**src/rtl/regfile_port_arbiter.sv**
```systemverilog
// Shares the register file port set between the CPU datapath and a debug port,
// clearing r1..rN after reset and guaranteeing debug progress via a starvation guard.
module regfile_port_arbiter #(
  parameter int unsigned WIDTH          = 16,
  parameter int unsigned REGBITS        = 4,
  parameter int unsigned STARVE_LIM     = 4,
  parameter int unsigned CLEAR_ON_RESET = 1
) (
  input  logic               clk,
  input  logic               reset_n,
  input  logic               cpu_req,
  input  logic               cpu_we,
  input  logic [REGBITS-1:0] cpu_ra1,
  input  logic [REGBITS-1:0] cpu_ra2,
  input  logic [WIDTH-1:0]   cpu_wd,
  output logic               cpu_stall,
  output logic [WIDTH-1:0]   cpu_rd1,
  output logic [WIDTH-1:0]   cpu_rd2,
  input  logic               dbg_req,
  input  logic               dbg_we,
  input  logic [REGBITS-1:0] dbg_addr,
  input  logic [WIDTH-1:0]   dbg_wd,
  output logic               dbg_ack,
  output logic [WIDTH-1:0]   dbg_rdata,
  output logic               init_done,
  output logic               rf_regwrite,
  output logic [REGBITS-1:0] rf_ra1,
  output logic [REGBITS-1:0] rf_ra2,
  output logic [WIDTH-1:0]   rf_wd,
  input  logic [WIDTH-1:0]   rf_rd1,
  input  logic [WIDTH-1:0]   rf_rd2
);

  localparam int unsigned SW = 4;
  localparam logic [SW-1:0]      LIM       = SW'(STARVE_LIM);
  localparam logic [REGBITS-1:0] LAST_ADDR = '1;

  typedef enum logic {ST_INIT, ST_RUN} state_t;

  localparam state_t RST_STATE = (CLEAR_ON_RESET != 0) ? ST_INIT : ST_RUN;
  localparam logic   RST_DONE  = (CLEAR_ON_RESET != 0) ? 1'b0 : 1'b1;

  state_t             state, state_nxt;
  logic [REGBITS-1:0] clr_cnt;
  logic [SW-1:0]      starve_cnt;
  logic               dbg_ok, dbg_gnt, cpu_gnt;

  // State register
  always_ff @(posedge clk or negedge reset_n) begin
    if (!reset_n) state <= RST_STATE;
    else          state <= state_nxt;
  end

  // Next state: leave the clear sweep once the top register has been written
  always_comb begin
    state_nxt = state;
    if (state == ST_INIT && clr_cnt == LAST_ADDR) state_nxt = ST_RUN;
  end

  // Arbitration and register-file port steering
  always_comb begin
    dbg_ok      = dbg_req & ~dbg_ack;
    dbg_gnt     = 1'b0;
    cpu_gnt     = 1'b0;
    rf_regwrite = 1'b0;
    rf_ra1      = '0;
    rf_ra2      = '0;
    rf_wd       = '0;
    case (state)
      ST_INIT: begin
        rf_regwrite = 1'b1;
        rf_ra2      = clr_cnt;
      end
      ST_RUN: begin
        dbg_gnt = dbg_ok & (~cpu_req | (starve_cnt == LIM));
        cpu_gnt = cpu_req & ~dbg_gnt;
        if (dbg_gnt) begin
          rf_ra2      = dbg_addr;
          rf_wd       = dbg_wd;
          rf_regwrite = dbg_we;
        end else if (cpu_gnt) begin
          rf_ra1      = cpu_ra1;
          rf_ra2      = cpu_ra2;
          rf_wd       = cpu_wd;
          rf_regwrite = cpu_we;
        end
      end
      default: ;
    endcase
    cpu_stall = cpu_req & ~cpu_gnt;
  end

  assign cpu_rd1 = rf_rd1;
  assign cpu_rd2 = rf_rd2;

  // Sweep counter, starvation guard and debug response
  always_ff @(posedge clk or negedge reset_n) begin
    if (!reset_n) begin
      clr_cnt    <= REGBITS'(1);
      starve_cnt <= '0;
      dbg_ack    <= 1'b0;
      dbg_rdata  <= '0;
      init_done  <= RST_DONE;
    end else begin
      dbg_ack <= dbg_gnt;
      if (dbg_gnt) dbg_rdata <= rf_rd2;
      if (state == ST_INIT) clr_cnt <= clr_cnt + REGBITS'(1);
      if (state == ST_INIT && state_nxt == ST_RUN) init_done <= 1'b1;
      if (dbg_ok & cpu_gnt)
        starve_cnt <= (starve_cnt == LIM) ? LIM : starve_cnt + SW'(1);
      else
        starve_cnt <= '0;
    end
  end

endmodule

```
**config.mk**
```make
export PLATFORM = sky130hd
export DESIGN_NAME = regfile_port_arbiter
export DESIGN_NICKNAME = d
export VERILOG_FILES = /design/src/rtl/regfile_port_arbiter.sv
export SDC_FILE = /design/constraint.sdc
export NUM_CORES = 1
export LEC_CHECK = 0
export ABC_AREA = 1
export ABC_CLOCK_PERIOD_IN_PS = 4710
export CORE_UTILIZATION = 34
export CTS_CLUSTER_DIAMETER = 40
export DETAILED_ROUTE_END_ITERATION = 7
export GPL_TIMING_DRIVEN = 0
export PLACE_DENSITY = 0.87
export SLEW_MARGIN = 5
export SYNTH_ARGS = -nofsm -noshare
export SYNTH_HDL_FRONTEND = slang
export SYNTH_SLANG_ARGS = --single-unit
```
**constraint.sdc**
```tcl
create_clock -name clk -period 4.71 [get_ports clk]
set_input_delay 0.942 -clock clk [delete_from_list [all_inputs] [get_ports clk]]
set_output_delay 0.942 -clock clk [all_outputs]
set_load 0.1 [all_outputs]
```
### After elaboration in Yosys (flattened, before gate mapping)

Cells that the tools add are included.

| cells by class | value |
|---|---|
| add/sub/neg operators | 2 |
| multipliers | 0 |
| divide/modulo/power cells | 0 |
| $lt $le $gt $ge | 0 |
| equality and inequality tests | 2 |
| shifts and indexed selects | 0 |
| muxes and demuxes | 17 |
| bitwise logic cells | 11 |
| reductions and logical operators | 2 |

Operators by type and width:

| kind | number |
|---|---|
| two-way mux 16 bit | 3 |
| two-way mux 4 bit | 7 |
| adder 4 x 1 -> 4 bit, second input constant | 2 |
| case mux 4 bit (2 select lines) | 1 |
| AND 1 bit | 5 |
| two-way mux 1 bit | 5 |
| NOT 1 bit | 5 |
| equality test 4 x 3 -> 1 bit, second input constant | 1 |
| equality test 4 bit, second input constant | 1 |
| logical AND 1 bit | 2 |
| case mux 1 bit (2 select lines) | 1 |
| bitwise OR 1 bit | 1 |

| storage, ports and cells | value |
|---|---|
| flip-flop bits (word level) | 27 |
| latch bits | 0 |
| RAM bits | 0 |
| ROM bits | 0 |
| input port bits | 82 |
| output and inout bits | 76 |
| word-level logic and storage cells | 40 |
| memories kept | 0 |

### Logic depth before layout (Yosys ltp)

Gate-level depths: netlist of run 1.

| logic depth | value |
|---|---|
| depth in word-level cells | 8 |
| mapped depth | 9 |
| depth with buffers taken out | 8 |

### Least setup slack after synthesis of run 1

OpenSTA, ideal clock, no wires.

| timing path | value |
|---|---|
| path type | input to output |
| from | in dbg_req |
| to | out cpu_stall |
| data arrival time | 2.704 ns |
| data required time | 3.768 ns |
| path slack | 1.064 ns |
| cell stages on the path | 5 |
| buffers on the path | 1 |
| cells stage by stage | nand2_1 o21bai_1 nor2_2 buf_2 nor2_1 |

| between the ends | value |
|---|---|
| cells in the longest elaborated chain, start to end | 7 |

RTL lines:

| element | line | source |
|---|---|---|
| start, declared | 19 | `input logic dbg_req,` |
| AND 1 bit | 62 | `dbg_ok = dbg_req & ~dbg_ack;` |
| AND 1 bit | 75 | `dbg_gnt = dbg_ok & (~cpu_req \| (starve_cnt == LIM));` |
| NOT 1 bit | 76 | `cpu_gnt = cpu_req & ~dbg_gnt;` |
| AND 1 bit | 76 |  |
| two-way mux 1 bit | 69 | `case (state)` |
| NOT 1 bit | 90 | `cpu_stall = cpu_req & ~cpu_gnt;` |
| AND 1 bit | 90 |  |
| end, declared | 16 | `output logic cpu_stall,` |

No other way between the ends.

### Worst setup path in the final report of run 1

| timing path | value |
|---|---|
| from | in cpu_req |
| to | out rf_wd[0] |

| between the ends | value |
|---|---|
| cells in the longest elaborated chain, start to end | 8 |

RTL lines:

| element | line | source |
|---|---|---|
| start, declared | 11 | `input logic cpu_req,` |
| NOT 1 bit | 75 |  |
| bitwise OR 1 bit | 75 |  |
| AND 1 bit | 75 |  |
| NOT 1 bit | 76 |  |
| AND 1 bit | 76 |  |
| two-way mux 16 bit | 81 | `end else if (cpu_gnt) begin` |
| two-way mux 16 bit (*) | 77 | `if (dbg_gnt) begin` |
| two-way mux 16 bit (*) | 69 |  |
| end, declared | 29 | `output logic [WIDTH-1:0] rf_wd,` |

Every way passes the cells marked *; elsewhere a longest branch is shown, timed or not.

==> impl_metrics.env, run 1 <==
export IMPL_rsz0062_at_grt="no"
export IMPL_place_area_mm2=0.00324
export IMPL_fp_dieH_um=73.6
export IMPL_hpwl_um=4320
export IMPL_rrSetupSlack_ps=3090
export IMPL_synth_compound_area_share_pct=5.81
export IMPL_period_share_pct=91.7
export IMPL_worst_path_max_delay_cell="clkdlybuf4s50_1"
export IMPL_tightest_slew_ps=1000
export IMPL_track_usage_pct=18.8
export IMPL_syn_area_mm2=0.00174
export IMPL_antenna_found_initial=0
export IMPL_clkSinkCount=27
export IMPL_vdd_drop_max_mv=0.191
export IMPL_cts_htree_levels=1
export IMPL_worstPathRequired_ps=3770
export IMPL_nets=468
export IMPL_yosys_area_top_type_share_pct=37.3
export IMPL_power_density_mw_per_mm2=312
export IMPL_clock_path_buffers=2
export IMPL_drv_cap=0
export IMPL_startpoint_type="input port"
export IMPL_rr_worst_depth=8
export IMPL_fin_crit_ps=4320
export IMPL_port_buffers=141
export IMPL_cp_arrival_ps=3380
export IMPL_final_cell_mix="140 x clkdlybuf4s50_1, 102 x nand2_1, 32 x buf_4, 26 x dfrtp_1, 16 x o21ai_0"
export IMPL_layout_drive_gt1_share_pct=13.1
export IMPL_rows=25
export IMPL_critPathKind="in -> out"
export IMPL_dr_pass1_iters=4
export IMPL_slew_violations=0
export IMPL_cp_end_kind="primary output"
export IMPL_muxShareOfSynthArea_pct=0
export IMPL_drt_iter0_markers=50
export IMPL_ys_seq_area_share_pct=38.8
export IMPL_die_area_mm2=0.00542
export IMPL_grt_remaining_overflow=0
export IMPL_power_leakage_uw=0.00158
export IMPL_critical_path_max_fanout=10
export IMPL_cts_root_buf="clkbuf_8"
export IMPL_ys_types=21
export IMPL_hold_class="reg -> reg"
export IMPL_initial_core_util_pct=36.2
export IMPL_avgRoutedWirePerCell_um=11.6
export IMPL_critPathBufInv=4
export IMPL_clk_pin_slew_ps=90
export IMPL_avgSynthCellArea_um2=7.36
export IMPL_clock_skew_ps=7.65
export IMPL_grt_max_degree=28
export IMPL_cpPeakStageDelay_ps=1130
export IMPL_vias=1945
export IMPL_worstReg2RegEnd="dbg_rdata[7]$_DFFE_PN0P_"
export IMPL_grt_pass1_vias=1808
export IMPL_startpoint="cpu_req"
export IMPL_detail_route_antenna_nets=0
export IMPL_synth_top_family_by_area="simple AND/OR/NAND/NOR gates"
export IMPL_synth_simple_gate_area_share_pct=30.2
export IMPL_die_w_um=73.6
export IMPL_routed_wl_um=5230
export IMPL_cts_tree="built"
export IMPL_synthTopCellsByArea="dfrtp_1 37%, nand2_1 22%, buf_4 14%, o21ai_0 4.6%, nor2_1 2.8%"
export IMPL_diodes=0
export IMPL_synthXorXnorAreaFrac_pct=2.51
export IMPL_routed_via_density=4.33
export IMPL_path_cells="clkdlybuf4s50_1 > inv_1 > o21bai_1 > nor2_2 > buf_2 > nand2_1 > nand2_1 > clkdlybuf4s50_1"
export IMPL_hold_viol_final=0
export IMPL_cp_num_cells=8
export IMPL_slew_headroom_pct=33.1
export IMPL_gp_congestion=0.704
export IMPL_syn2layout_area_growth_pct=88.2
export IMPL_cp_endpoint="rf_wd[0]"
export IMPL_mostFrequentLayoutCell="clkdlybuf4s50_1"
export IMPL_hold_buffers=0
export IMPL_yosysTopAreaCell="dfrtp_1"
export IMPL_ys_warn_count=0
export IMPL_clock_latency_ps=280
export IMPL_numCtsBuffers=3
export IMPL_worst_path_dominant_cell_family="buffers and inverters"
export IMPL_fmax_mhz=231
export IMPL_finalSetupViolations=0
export IMPL_core_area_mm2=0.00482
export IMPL_cts_setup_buffers=0
export IMPL_synth_cells=237
export IMPL_fin_setup_tns_ps=0
export IMPL_grt_pass1_wl_um=7940
export IMPL_r2r_start="starve_cnt[0]$_DFF_PN0_"
export IMPL_drc_errors=0
export IMPL_synth_seq_cells=27
export IMPL_cts_resized=0
export IMPL_fill_cells=407
export IMPL_num_io_pins=158
export IMPL_synth_fp_nets=322
export IMPL_synth_adder_area_share_pct=2.15
export IMPL_final_cell_area_mm2=0.00328
export IMPL_status="finished clean"
-- worst min path at each step --
stage	start	endpoint	slack (ps)	cells past startpoint
2_1_floorplan	starve_cnt[0]$_DFF_PN0_	starve_cnt[0]$_DFF_PN0_	450	1
3_3_place_gp	init_done$_DFFE_PN0P_	init_done$_DFFE_PN0P_	470	1
3_5_place_dp	starve_cnt[0]$_DFF_PN0_	starve_cnt[0]$_DFF_PN0_	470	1
4_1_cts	starve_cnt[0]$_DFF_PN0_	starve_cnt[0]$_DFF_PN0_	490	1
5_1_grt	starve_cnt[0]$_DFF_PN0_	starve_cnt[0]$_DFF_PN0_	500	1
6_report	starve_cnt[0]$_DFF_PN0_	starve_cnt[0]$_DFF_PN0_	480	1
-- worst reg2reg max path: stages, from the launching register on --
cell and delay (ps):
dfrtp_1 390, inv_1 60, ha_1 200, nand3_1 130, nand2_2 100, nand2_4 140, clkbuf_1 330, o21ai_0 130
nand2_1 80
-- report_power, final --
part	internal (uW)	total [uW]	switching, uW
combinational	166	624	458
clock	60.1	137	76.5
sequential	253	264	10.1
-- area by class of cell --
type / count / area, um2 / share of cell area [%]
buffer: 42 / 313 / 9.53
clock buffer: 3 / 41.3 / 1.26
clock inverter: 1 / 7.51 / 0.229
inverter: 12 / 45.0 / 1.37
multi-input combinational: 156 / 709 / 21.6
sequential: 27 / 677 / 20.6
tap: 67 / 83.8 / 2.55
timing repair buffer: 141 / 1410 / 42.8
-- metal layers --
metal | vias to the layer above | wire length [um] | global-route usage (%) | part of all wire (%)
met3 | 4 | 311 | 4.12 | 5.9
met1 | 875 | 2080 | 22.2 | 40
met4 | 0 | 27 | 3.21 | 0.52
met2 | 79 | 2810 | 35.0 | 54
met5 | - | 0 | 0 | 0
li1 | 987 | - | - | -
-- flip-flops by register name, indices dropped and copies added (netlist names) --
register,cells
dbg_rdata,16
clr_cnt,4
starve_cnt,4
dbg_ack,1
init_done,1
state,1
-- through the flow --
| step | setup slack, ps | total power (uW) | utilization (%) | hold slack, ps | std cells |
|---|---|---|---|---|---|
| 2_1_floorplan | 1060 | 718 | - | 453 | 237 |
| 3_3_place_gp | 417 | 889 | 67.2 | 468 | 445 |
| 3_5_place_dp | 394 | 895 | 67.2 | 474 | 445 |
| 4_1_cts | 395 | 1030 | 68.3 | 487 | 449 |
| 5_1_grt | 224 | 1060 | 68.2 | 504 | 449 |
| 6_report | 390 | 1020 | 68.2 | 480 | 449 |
-- synth_stat cells --
master      n
xnor2_1     1
nor2_2      1
dfrtp_1    26
o21ai_0    16
buf_4      32
a31oi_1     1
buf_6       4
nand2_1   102
nand3_1     9
nand4_1     1
inv_1      12
nor2_1     13
buf_2       4
nand2_4     1
clkbuf_1    2
nand2_2     1
o21bai_1    2
xor2_1      4
nor2_8      1
ha_1        3
dfstp_2     1
-- logic make-up (layout without fill, tap and decap cells) --
logic type      after synthesis  after routing
buf+inv                      54            199
fa+ha+maj                     3              3
flops                        27             27
compound gates               19             19
simple gates                129            129
xor+xnor                      5              5
Power figures use the tool's default switching activity.
==> run 2: changes to the inputs <==
--- a/config.mk
+++ b/config.mk
@@ -7,11 +7,13 @@
 export LEC_CHECK = 0
 export ABC_AREA = 1
 export ABC_CLOCK_PERIOD_IN_PS = 4710
-export CORE_UTILIZATION = 34
+export CELL_PAD_IN_SITES_DETAIL_PLACEMENT = 0
+export CELL_PAD_IN_SITES_GLOBAL_PLACEMENT = 2
+export CORE_UTILIZATION = 16
 export CTS_CLUSTER_DIAMETER = 40
 export DETAILED_ROUTE_END_ITERATION = 7
 export GPL_TIMING_DRIVEN = 0
-export PLACE_DENSITY = 0.87
+export PLACE_DENSITY_LB_ADDON = 0.1
 export SLEW_MARGIN = 5
 export SYNTH_ARGS = -nofsm -noshare
 export SYNTH_HDL_FRONTEND = slang
==> constraint.sdc (replaced) <==
create_clock -name clk -period 4.71 [get_ports clk]
set_input_delay 0.942 -clock clk [delete_from_list [all_inputs] [get_ports clk]]
set_output_delay 0.942 -clock clk [all_outputs]
set_load 0.02 [all_outputs]
==> impl_metrics.env, run 2 (synthesized netlist as in run 1, its figures left out) <==
export IMPL_hold_class="reg -> reg"
export IMPL_routed_via_density=3.63
export IMPL_biggestRegsByFlops="dbg_rdata (16), clr_cnt (4), starve_cnt (4)"
export IMPL_initial_core_util_pct=16.7
export IMPL_port_buffers=141
export IMPL_clkSinkCount=27
export IMPL_slew_headroom_pct=56.7
export IMPL_rsz0062_at_grt="no"
export IMPL_cts_htree_levels=1
export IMPL_vdd_drop_max_mv=0.119
export IMPL_p_seq_share_pct=37.3
export IMPL_clock_skew_ps=7.32
export IMPL_gp_congestion=0.662
export IMPL_die_w_um=106
export IMPL_drv_cap=0
export IMPL_cts_tree="built"
export IMPL_mostFrequentLayoutCell="clkdlybuf4s50_1"
export IMPL_power_density_mw_per_mm2=210
export IMPL_cts_root_buf="clkbuf_8"
export IMPL_routed_wl_um=5790
export IMPL_netSwitchingFraction_pct=32.1
export IMPL_final_cell_mix="140 x clkdlybuf4s50_1, 102 x nand2_1, 32 x buf_4, 26 x dfrtp_1, 16 x o21ai_0"
export IMPL_grt_max_degree=28
export IMPL_fin_setup_tns_ps=0
export IMPL_grt_remaining_overflow=0
export IMPL_critical_path_max_fanout=10
export IMPL_fin_crit_ps=3800
export IMPL_clk_pin_slew_ps=100
export IMPL_clkPwrFrac_pct=19.6
export IMPL_period_share_pct=80.6
export IMPL_hold_buffers=0
export IMPL_tightest_slew_ps=649
export IMPL_regMostFlops="dbg_rdata"
export IMPL_slew_violations=0
export IMPL_placed_cells=514
export IMPL_power_leakage_uw=0.00158
export IMPL_hold_viol_final=0
export IMPL_clock_path_buffers=2
export IMPL_cp_arrival_ps=2860
export IMPL_rows=37
export IMPL_diodes=0
export IMPL_track_usage_pct=10.3
export IMPL_num_io_pins=158
export IMPL_finalSetupViolations=0
export IMPL_combPwrFrac_pct=43.1
export IMPL_startpoint_type="input port"
export IMPL_drc_errors=0
export IMPL_cp_end_kind="primary output"
export IMPL_vias=1878
export IMPL_p_switching_uw=227
export IMPL_largest_reg_flops=16
export IMPL_cts_resized=0
export IMPL_layout_drive_gt1_share_pct=13.1
export IMPL_seqCellArea_um2=677
export IMPL_holdWs_ps=491
export IMPL_instances_no_fill=518
export IMPL_place_area_mm2=0.00332
export IMPL_rrSetupSlack_ps=3040
export IMPL_nets=468
export IMPL_rr_worst_depth=8
export IMPL_die_area_mm2=0.0113
export IMPL_hpwl_um=4450
export IMPL_clock_latency_ps=280
export IMPL_multiInputGateArea_um2=709
export IMPL_detail_route_antenna_nets=0
export IMPL_worstReg2RegEnd="dbg_rdata[7]$_DFFE_PN0P_"
export IMPL_core_area_mm2=0.0105
export IMPL_status="finished clean"
export IMPL_power_internal_uw=481
export IMPL_fmax_mhz=263
export IMPL_grt_pass1_wl_um=9350
export IMPL_cp_endpoint="rf_ra2[2]"
export IMPL_fill_cells=1139
export IMPL_r2r_start="starve_cnt[0]$_DFF_PN0_"
export IMPL_fin_ws_ps=912
export IMPL_cts_setup_buffers=0
export IMPL_worstPathRequired_ps=3770
export IMPL_dr_pass1_iters=3
export IMPL_final_cell_area_mm2=0.00337
export IMPL_startpoint="cpu_req"
export IMPL_grt_pass1_vias=1878
export IMPL_avgRoutedWirePerCell_um=11.2
export IMPL_fp_dieH_um=106
export IMPL_antenna_found_initial=0
export IMPL_dp_slack_ps=867
export IMPL_numCtsBuffers=3
export IMPL_syn2layout_area_growth_pct=93.2
export IMPL_drt_iter0_markers=62
export IMPL_critPathKind="in -> out"
-- run 2: routing by layer --
metal  vias to the layer above  wire length [um]  GRT usage [%]
li1                        988                 -              -
met5                         -                 0              0
met4                         0                40           1.76
met3                         2               445           2.82
met1                       806              2600           12.7
met2                        82              2700           18.2
-- run 2: worst max-delay path, cell delays in order --
cell and delay, ps:
clkdlybuf4s50_1 500, inv_1 70, o21bai_1 200, nor2_2 140, buf_2 250, nand2_1 80
nand3_1 70, clkdlybuf4s50_1 600
-- run 2: final cells by class --
cell class                 instances  share of cell area, %
buffer                            42                   9.28
clock buffer                       3                   1.23
clock inverter                     1                  0.223
inverter                          12                   1.34
multi-input combinational        156                   21.1
sequential                        27                   20.1
tap                              136                   5.05
timing repair buffer             141                   41.7
-- run 2: worst min path at each step --
stage,from,cells past startpoint,to
finish,starve_cnt[0]$_DFF_PN0_,1,starve_cnt[0]$_DFF_PN0_
floorplan,starve_cnt[0]$_DFF_PN0_,1,starve_cnt[0]$_DFF_PN0_
global route,dbg_rdata[6]$_DFFE_PN0P_,2,dbg_rdata[6]$_DFFE_PN0P_
global placement,init_done$_DFFE_PN0P_,1,init_done$_DFFE_PN0P_
detailed placement,init_done$_DFFE_PN0P_,1,init_done$_DFFE_PN0P_
CTS,starve_cnt[0]$_DFF_PN0_,1,starve_cnt[0]$_DFF_PN0_
-- run 2: per-stage QoR --
stage / total power [uW] / utilization (%)
after detailed placement: 579 / 31.7
final: 708 / 32.2
after floorplan: 403 / -
after global placement: 580 / 31.8
after global routing: 755 / 32.2
after CTS: 727 / 32.2
-- run 2: power by group through the flow --
| stage | Combinational, uW | Sequential [uW] | Clock [uW] |
|---|---|---|---|
| after CTS | 312 | 265 | 150 |
| after detailed placement | 310 | 269 | 0 |
| final | 306 | 264 | 139 |
| after global placement | 312 | 268 | 0 |
| after floorplan | 108 | 295 | 0 |
| after global routing | 330 | 268 | 157 |
